### config.mk
export PLATFORM = sky130hd
export DESIGN_NAME = coin_acceptor_flat
export DESIGN_NICKNAME = d
export VERILOG_FILES = /design/src/rtl/coin_acceptor_if.sv /design/src/rtl/coin_acceptor.sv /design/src/flat_wrapper.sv
export SDC_FILE = /design/constraint.sdc
export NUM_CORES = 1
export LEC_CHECK = 0
export BUFFER_PORTS_ARGS = -buffer_cell sky130_fd_sc_hd__buf_2
export CORE_MARGIN = 2
export CORE_UTILIZATION = 54
export CTS_BUF_LIST = sky130_fd_sc_hd__clkbuf_16
export CTS_CLUSTER_DIAMETER = 30
export DETAILED_ROUTE_END_ITERATION = 8
export PLACE_DENSITY = 0.75
export SYNTH_ARGS = -nofsm -noshare
export SYNTH_HDL_FRONTEND = slang
export SYNTH_SLANG_ARGS = --single-unit
### constraint.sdc
create_clock -name clk -period 4.54 [get_ports clk]
set_input_delay 0.681 -clock clk [delete_from_list [all_inputs] [get_ports clk]]
set_output_delay 0.681 -clock clk [all_outputs]
set_load 0.1 [all_outputs]
### src/rtl/coin_acceptor_if.sv
// Sensor-side and controller-side signals of coin_acceptor, bundled for port use.
// The tally signal exists only when COIN_TALLY_EN is defined.
interface coin_acceptor_if;
  logic       coin_in_5;
  logic       coin_in_10;
  logic       coin;
  logic       coin_reject;
  logic [3:0] pending;
  logic       busy;
`ifdef COIN_TALLY_EN
  logic [15:0] tally;

  modport master (output coin_in_5, coin_in_10,
                  input  coin, coin_reject, pending, busy, tally);
  modport slave  (input  coin_in_5, coin_in_10,
                  output coin, coin_reject, pending, busy, tally);
`else
  modport master (output coin_in_5, coin_in_10,
                  input  coin, coin_reject, pending, busy);
  modport slave  (input  coin_in_5, coin_in_10,
                  output coin, coin_reject, pending, busy);
`endif
endinterface

### src/rtl/coin_acceptor.sv
// Coin-slot front end: synchronise, debounce, buffer credit and emit spaced 5-unit pulses.
// Optional feature macro: COIN_TALLY_EN adds a saturating 16-bit accepted-value tally.
module coin_acceptor #(
  parameter int DEBOUNCE_CYCLES = 16,
  parameter int PULSE_GAP       = 4,
  parameter int MAX_PENDING     = 6
) (
  input  logic           clk,
  input  logic           reset,
  coin_acceptor_if.slave bus
);
  localparam logic [1:0] S_IDLE  = 2'd0;
  localparam logic [1:0] S_PULSE = 2'd1;
  localparam logic [1:0] S_GAP   = 2'd2;

  localparam logic [7:0] DB_LAST  = 8'(DEBOUNCE_CYCLES - 1);
  localparam logic [3:0] GAP_LOAD = 4'(PULSE_GAP);
  localparam logic [4:0] MAX_P    = 5'(MAX_PENDING);

  // Bit 0 is the 5-unit slot, bit 1 the 10-unit slot.
  logic [1:0] w_raw;
  logic [1:0] r_sync1;
  logic [1:0] r_sync2;
  logic [1:0] r_level;
  logic [1:0] r_level_d;
  logic [1:0] r_rise;
  logic [7:0] r_db_cnt [2];

  logic [1:0] r_state;
  logic [3:0] r_gap_cnt;
  logic [3:0] r_pending;
  logic       r_coin;
  logic       r_reject;

  logic       w_dec;
  logic [4:0] w_base;
  logic [4:0] w_after10;
  logic [3:0] w_next;
  logic       w_acc10;
  logic       w_acc5;
  logic       w_reject;

  assign w_raw = {bus.coin_in_10, bus.coin_in_5};

  // NOTE: sequential state uses non-blocking assignments so every flop samples pre-edge values.
  always_ff @(posedge clk) begin
    if (reset) begin
      r_sync1   <= '0;
      r_sync2   <= '0;
      r_level   <= '0;
      r_level_d <= '0;
      r_rise    <= '0;
      for (int i = 0; i < 2; i++) r_db_cnt[i] <= '0;
    end else begin
      r_sync1   <= w_raw;
      r_sync2   <= r_sync1;
      r_level_d <= r_level;
      r_rise    <= r_level & ~r_level_d;
      for (int i = 0; i < 2; i++) begin
        if (r_sync2[i] == r_level[i]) begin
          r_db_cnt[i] <= '0;
        end else if (r_db_cnt[i] == DB_LAST) begin
          r_level[i]  <= ~r_level[i];
          r_db_cnt[i] <= '0;
        end else begin
          r_db_cnt[i] <= r_db_cnt[i] + 8'd1;
        end
      end
    end
  end

  // The 10-coin claims buffer space first; the 5-coin sees what is left.
  // NOTE: every signal gets a value on every path through always_comb, so no latch is inferred.
  always_comb begin
    w_dec     = (r_state == S_IDLE) && (r_pending != 4'd0);
    w_base    = {1'b0, r_pending} - {4'd0, w_dec};
    w_acc10   = r_rise[1] && ((w_base + 5'd2) <= MAX_P);
    w_after10 = w_base + (w_acc10 ? 5'd2 : 5'd0);
    w_acc5    = r_rise[0] && ((w_after10 + 5'd1) <= MAX_P);
    w_next    = 4'(w_after10 + {4'd0, w_acc5});
    w_reject  = (r_rise[1] && !w_acc10) || (r_rise[0] && !w_acc5);
  end

  always_ff @(posedge clk) begin
    if (reset) begin
      r_state   <= S_IDLE;
      r_gap_cnt <= '0;
      r_pending <= '0;
      r_coin    <= 1'b0;
      r_reject  <= 1'b0;
    end else begin
      r_pending <= w_next;
      r_reject  <= w_reject;
      r_coin    <= 1'b0;
      case (r_state)
        S_IDLE: begin
          if (w_dec) begin
            r_state <= S_PULSE;
            r_coin  <= 1'b1;
          end
        end
        S_PULSE: begin
          r_state   <= S_GAP;
          r_gap_cnt <= GAP_LOAD;
        end
        S_GAP: begin
          if (r_gap_cnt <= 4'd1) r_state <= S_IDLE;
          else                   r_gap_cnt <= r_gap_cnt - 4'd1;
        end
        default: r_state <= S_IDLE;
      endcase
    end
  end

`ifdef COIN_TALLY_EN
  logic [15:0] r_tally;
  logic [3:0]  w_units;
  logic [16:0] w_tally_sum;

  always_comb begin
    w_units     = (w_acc10 ? 4'd10 : 4'd0) + (w_acc5 ? 4'd5 : 4'd0);
    w_tally_sum = {1'b0, r_tally} + {13'd0, w_units};
  end

  always_ff @(posedge clk) begin
    if (reset)               r_tally <= '0;
    else if (w_tally_sum[16]) r_tally <= 16'hFFFF;
    else                     r_tally <= w_tally_sum[15:0];
  end

  assign bus.tally = r_tally;
`endif

  assign bus.coin        = r_coin;
  assign bus.coin_reject = r_reject;
  assign bus.pending     = r_pending;
  assign bus.busy        = (r_pending != 4'd0) || (r_state != S_IDLE);
endmodule

### src/flat_wrapper.sv
// flat-port wrapper written by rule: the top's interface ports become plain ports
module coin_acceptor_flat 
#(
  parameter int DEBOUNCE_CYCLES = 16,
  parameter int PULSE_GAP       = 4,
  parameter int MAX_PENDING     = 6
)
  (clk, reset, bus_coin_in_5, bus_coin_in_10, bus_coin, bus_coin_reject, bus_pending, bus_busy);
  coin_acceptor_if bus_i ();
  input  logic clk;
  input  logic reset;
  input wire logic [$bits(bus_i.coin_in_5)-1:0] bus_coin_in_5;
  input wire logic [$bits(bus_i.coin_in_10)-1:0] bus_coin_in_10;
  output wire logic [$bits(bus_i.coin)-1:0] bus_coin;
  output wire logic [$bits(bus_i.coin_reject)-1:0] bus_coin_reject;
  output wire logic [$bits(bus_i.pending)-1:0] bus_pending;
  output wire logic [$bits(bus_i.busy)-1:0] bus_busy;
  assign bus_i.coin_in_5 = bus_coin_in_5;
  assign bus_i.coin_in_10 = bus_coin_in_10;
  assign bus_coin = bus_i.coin;
  assign bus_coin_reject = bus_i.coin_reject;
  assign bus_pending = bus_i.pending;
  assign bus_busy = bus_i.busy;
  coin_acceptor #(.DEBOUNCE_CYCLES(DEBOUNCE_CYCLES), .PULSE_GAP(PULSE_GAP), .MAX_PENDING(MAX_PENDING)) u_core (.clk(clk), .reset(reset), .bus(bus_i));
endmodule
==> results of run 1 <==
-- layout make-up --
| cell class | instances | share of cell area, % |
|---|---|---|
| clock buffers | 5 | 4.91 |
| clock inverters | 3 | 0.589 |
| inverters | 11 | 1.62 |
| multi-input cells | 162 | 48.2 |
| flip-flops and latches | 38 | 36.5 |
| well taps | 48 | 2.36 |
| repair buffers | 23 | 5.79 |
-- cell usage in the layout (no fill, tap or decap), types with 2 or more instances in the layout --
cell type / instances
edfxtp_1: 16
or3_1: 2
dfxtp_4: 2
or4_1: 2
xor2_1: 7
dfxtp_2: 2
buf_4: 13
clkbuf_16: 5
a21oi_1: 3
o21ai_0: 4
ha_2: 2
mux2i_1: 2
and3_1: 2
nand2b_1: 3
ha_4: 5
dfxtp_1: 18
nor2b_1: 12
xnor2_4: 2
buf_2: 10
nand4b_1: 2
xnor2_1: 8
nand3_1: 10
ha_1: 7
conb_1: 16
nor2_1: 34
inv_1: 11
nand2_1: 7
nor4_1: 2
nand4_1: 2
-- sequential cells by signal (all words and copies together), names as in the netlist --
signal / flops
u_core.bus.coin: 1
u_core.bus.coin_reject: 1
u_core.bus.pending: 4
u_core.r_db_cnt: 16
u_core.r_gap_cnt: 4
u_core.r_level: 2
u_core.r_level_d: 2
u_core.r_rise: 2
u_core.r_state: 2
u_core.r_sync1: 2
u_core.r_sync2: 2
-- routing by layer --
metal | global-route usage, % | vias up | part of all wire, %
met5 | 0 | - | 0
met4 | 9.57 | 0 | 2.7
met3 | 5.90 | 11 | 3.6
met2 | 29.6 | 19 | 49
met1 | 21.8 | 688 | 45
li1 | - | 761 | -
-- kinds of logic (layout without fill, tap and decap cells) --
kind of cell    count (synthesis)  after routing
compound gates                 18             18
xor+xnor                       19             19
fa+ha+maj                      14             14
buf+inv                        17             42
flops                          38             38
mux                             4              4
other cells                     1             16
simple gates                   91             91
-- final timing paths --
path                                             from  cells after the start                endpoint  slack, ns
worst min register to register    u_core.r_level_d[0]                      1        u_core.r_rise[0]       0.38
worst max register to register  u_core.bus.pending[3]                     22  u_core.bus.coin_reject       0.10
worst min-delay path              u_core.r_level_d[0]                      1        u_core.r_rise[0]       0.38
worst max-delay path            u_core.bus.pending[3]                     22  u_core.bus.coin_reject       0.10
-- what timing repair did --
| item | CTS | global route |
|---|---|---|
| pin swaps | 4 | 10 |
| gates resized for setup | 1 | 21 |
| setup endpoints to repair | 3 | 5 |
| setup buffers | 8 | 4 |
-- power by group --
group / total, uW / switching (uW) / internal (uW)
clock network: 326 / 126 / 200
registers: 452 / 52.2 / 400
logic: 1230 / 651 / 577
total: 2010 / 829 / 1180
-- through the flow --
| step | util [%] | hold slack (ns) | cell area [um^2] | setup WS [ns] |
|---|---|---|---|---|
| floorplan | - | 0.367 | 2100 | 0.0332 |
| global placement | 60.5 | 0.372 | 2180 | 0.109 |
| detailed placement | 60.5 | 0.378 | 2180 | -0.0451 |
| CTS | 66.1 | 0.386 | 2380 | 0.00450 |
| global route | 70.7 | 0.401 | 2550 | -0.0442 |
| finish | 70.7 | 0.381 | 2550 | 0.104 |
==> flow_metrics.py, run 1 <==
metrics = {
    "grt": {
        "grtUsageTotal_pct": 18.4,
        "grt_pass1_vias": 1400,
        "grt-ovfl-total": 0,
        "grt_max_degree": 24,
        "grt_pass1_wl_um": 5860,
        "antenna_found_initial": 0,
    },
    "final_layout": {
        "area_delta_synth_final_pct": 26.9,
        "fin_nets": 259,
        "fillerInstances": 274,
        "drive_above_1_share_pct": 24.4,
        "seqCellArea_um2": 931,
        "antenna_cells": 0,
        "instances_no_fill": 290,
        "multi_input_area_um2": 1230,
    },
    "setup_path": {
        "crit_top_cell": "buf_4",
        "worst_path_max_delay_cell": "dfxtp_4",
        "cp_top_family": "adder cells",
        "cp_num_buf_inv": 6,
        "path_cells": "nor4_4, nor3_2, ha_2, ha_4, xor2_4, ha_4, nand3_2, a21oi_2, o311ai_2, a21boi_1, ha_2, ha_1, or2b_2, or4b_4, a31oi_2, buf_4, buf_4, buf_4, buf_4, buf_4, buf_4, o31ai_2",
        "worstPathMaxFanout": 5,
        "worstPathArrival_ns": 4.63,
        "required_ns": 4.73,
        "max_stage_delay_ns": 0.36,
        "cp-start-kind": "flip-flop",
        "end_kind": "flip-flop",
        "worstSetupPathType": "reg -> reg",
    },
    "power_and_ir_drop": {
        "peakVddDrop_v": 0.000493,
        "leakage_uw": 0.00100,
        "power_density_nw_per_um2": 786,
        "total_power_uw": 2010,
    },
    "hold_path": {
        "hold_class": "reg -> reg",
    },
    "cts": {
        "cts_sinks": 38,
        "cts_buffer_depth": 2,
        "cts-buffers-inserted": 5,
        "path_clk_slew_ns": 0.05,
        "clkLatencyLatePin_ns": 0.28,
        "root_buffer": "clkbuf_16",
        "cts_tree": "built",
        "hold_buffers": 0,
        "htreeDepth": 2,
    },
    "floorplan": {
        "num_rows": 22,
        "start_util_pct": 55.7,
        "die_h_um": 65,
        "core_area_um2": 3610,
        "ioPinCount": 11,
        "dieArea_um2": 4230,
        "die_w_um": 65,
    },
    "logic_synthesis": {
        "yosysWarnings": 0,
        "synth_mux_area_share_pct": 2.05,
        "synth_cells": 202,
        "synth_seq_cells": 38,
        "syn_avg_cell_area_um2": 9.95,
        "synth_edf_count": 16,
        "synthTopCellsByCount": "nor2_1 (34), dfxtp_1 (22), edfxtp_1 (16)",
        "async_flop_share_pct": 0,
        "synth.distinct_cells": 46,
        "synth-compound-area-share_pct": 5.92,
        "yosys.area.top_type": "edfxtp_1",
        "synth_seq_area_share_pct": 45.8,
        "synth_ff_type": "dfxtp_1",
        "synth_top_family_by_area": "simple AND/OR/NAND/NOR gates",
        "synthSimpleGateAreaFrac_pct": 24.0,
        "syn_area_um2": 2010,
        "synth_top_area_share_pct": 23.9,
        "synthAdderAreaFrac_pct": 8.72,
        "synth_most_common_cell": "nor2_1",
        "synth_xor_area_share_pct": 9.59,
        "yosys-top-cells-area": "edfxtp_1 (24%), dfxtp_1 (22%), ha_1 (8.7%)",
    },
    "placed_design": {
        "dp_cells": 270,
        "port_buffers": 10,
        "place.gp.congestion": 0.762,
        "detailed_place_hpwl_um": 2260,
    },
    "run_status": {
        "outcome": "complete, no violations",
    },
    "detailed_routing": {
        "avgViaCountPerCell": 5.10,
        "drt_iter0_drc": 103,
        "route.vias.total": 1479,
        "first_pass_iters": 4,
        "wl_um": 3540,
        "ant_nets": 0,
        "wl_per_cell_um": 12.2,
        "drc": 0,
    },
    "sta": {
        "final_max_slew_viol_count": 0,
        "setup_violations": 0,
        "worstMarginPinSlew_ns": 0.984,
        "fin_tns_setup_ns": 0,
        "slew_headroom_pct": 33.6,
        "post-route-period-util_pct": 97.7,
        "max_freq_mhz": 225,
        "fin_worst_skew_ns": 0.00522,
        "final_hold_viol_count": 0,
        "min_period_ns": 4.44,
    },
    "flow_run": {
        "maxCapViolCount": 0,
    },
}
Power figures use the tool's default switching activity.
==> run 2, diff against run 1 <==
CORE_UTILIZATION = 64   (was 54)
PLACE_DENSITY = 0.83   (was 0.75)
SKIP_LAST_GASP = 1   (was not set)
clock period = 5.2 ns   (was 4.54 ns; I/O delays follow)
==> flow_metrics.py, run 2 (synthesized netlist as in run 1, its figures left out) <==
metrics = {
    "detailed_routing": {
        "drt_iter0_drc": 136,
        "route.vias.total": 1456,
        "ant_nets": 0,
        "wl_um": 3560,
        "drc": 0,
        "first_pass_iters": 4,
        "avgViaCountPerCell": 5.31,
        "wl_per_cell_um": 13.0,
    },
    "cts": {
        "cts_buffer_depth": 2,
        "post_cts_buffers": 0,
        "hold_buffers": 0,
        "cts_sinks": 38,
        "htreeDepth": 2,
        "path_clk_slew_ns": 0.06,
        "cts_tree": "built",
        "root_buffer": "clkbuf_16",
        "cts-buffers-inserted": 5,
        "clkLatencyLatePin_ns": 0.28,
    },
    "final_layout": {
        "drive_above_1_share_pct": 12.2,
        "final_common_cell": "nor2_1",
        "largest_register": "u_core.r_db_cnt",
        "area_delta_synth_final_pct": 16.6,
        "layout_common_cells": "nor2_1 (34), dfxtp_1 (21), edfxtp_1 (16), conb_1 (16), ha_1 (13)",
        "antenna_cells": 0,
        "fin_nets": 247,
        "fin_area_um2": 2340,
        "largest_register_ffs": 16,
    },
    "setup_path": {
        "crit_top_cell": "ha_1",
        "worstPathMaxFanout": 10,
        "worst_path_max_delay_cell": "or4b_1",
        "max_stage_delay_ns": 0.52,
        "cp-start-kind": "flip-flop",
        "required_ns": 5.35,
        "worstSetupPathType": "reg -> reg",
        "end_kind": "flip-flop",
        "cp_num_buf_inv": 1,
        "worstPathArrival_ns": 5.07,
        "path_cells": "nor4_2, buf_4, nor3_1, ha_1, ha_1, xor2_1, ha_1, nand3_1, a21oi_1, o311ai_0, a21boi_1, ha_1, ha_2, xnor2_4, xnor2_2, or4b_1, a31oi_1, o21a_1, ha_1, ha_1, nor2b_1",
        "cp_top_family": "adder cells",
    },
    "sta": {
        "fin_worst_skew_ns": 0.00415,
        "setup_violations": 0,
        "min_period_ns": 4.92,
        "slew_headroom_pct": 38.0,
        "final_hold_viol_count": 0,
        "final_max_slew_viol_count": 0,
        "setup_slack_ns": 0.280,
        "max_freq_mhz": 203,
        "post-route-period-util_pct": 94.6,
        "worstMarginPinSlew_ns": 0.919,
        "fin_hold_ws_ns": 0.382,
    },
    "grt": {
        "grt_max_degree": 24,
        "grt_pass1_vias": 1369,
        "antenna_found_initial": 0,
        "grt_pass1_wl_um": 6000,
        "grtUsageTotal_pct": 23.1,
        "grt-ovfl-total": 0,
    },
    "placed_design": {
        "port_buffers": 10,
        "detailed_place_hpwl_um": 2530,
        "place.gp.congestion": 0.806,
        "dpl_cell_area_um2": 2140,
        "place_ws_ns": 0.293,
    },
    "flow_run": {
        "maxCapViolCount": 0,
    },
    "floorplan": {
        "dieArea_um2": 3600,
        "ioPinCount": 11,
        "die_w_um": 60.0,
        "die_h_um": 60.0,
        "num_rows": 20,
        "start_util_pct": 66.4,
        "core_area_um2": 3030,
    },
    "power_and_ir_drop": {
        "power_density_nw_per_um2": 619,
        "peakVddDrop_v": 0.000562,
        "leakage_uw": 0.000945,
    },
    "hold_path": {
        "hold_class": "reg -> reg",
    },
    "run_status": {
        "outcome": "complete, no violations",
    },
}
==> run 2: cell types whose count changed in the layout (fill, tap and decap cells not counted), moves of 2 or more <==
cell,before,now
bufinv_16,0,2
ha_4,5,0
ha_1,7,13
dfxtp_4,2,0
buf_4,13,1
dfxtp_1,18,21
==> run 2: cell type report <==
cell class | count | area, um^2
multi-input combinational | 162 | 1080
sequential | 38 | 922
fill | 196 | 684
clock buffer | 5 | 125
clock inverter | 3 | 63.8
timing repair buffer | 11 | 57.6
tap | 44 | 55.1
inverter | 11 | 41.3
==> run 2: power breakdown <==
| group | switching, uW | internal, uW |
|---|---|---|
| clock network | 108 | 273 |
| registers | 46.9 | 346 |
| logic | 438 | 241 |
| total | 592 | 859 |
==> run 2: repair_timing <==
action | 4_1_cts | 5_1_grt
endpoints found under the hold margin | 0 | 0
setup endpoints to repair | 0 | 4
resized for setup | 0 | 4
==> run 2: final timing paths <==
| check | start | to | slack [ns] | depth (start not counted) |
|---|---|---|---|---|
| worst max-delay path | u_core.bus.pending[2] | u_core.bus.pending[1] | 0.28 | 21 |
| worst min-delay path | u_core.r_level_d[0] | u_core.r_rise[0] | 0.38 | 1 |
| worst max register to register | u_core.bus.pending[2] | u_core.bus.pending[1] | 0.28 | 21 |
| worst min register to register | u_core.r_level_d[0] | u_core.r_rise[0] | 0.38 | 1 |
==> run 2: per-stage QoR <==
step	std cells	util [%]	power, uW	TNS [ns]
final	274	77.4	1450	0
after global routing	274	77.4	1540	-0.00666
after CTS	274	77.1	1440	0
after detailed placement	266	70.8	1050	0
after global placement	266	70.8	1010	0
after floorplan	217	-	930	0
==> run 2: layer usage <==
layer | share of wire (%) | GRT usage (%) | vias up
met5 | 0 | 0 | -
li1 | - | - | 741
met3 | 2.9 | 4.76 | 7
met4 | 2.2 | 13.0 | 0
met1 | 43 | 28.0 | 673
met2 | 52 | 37.9 | 35
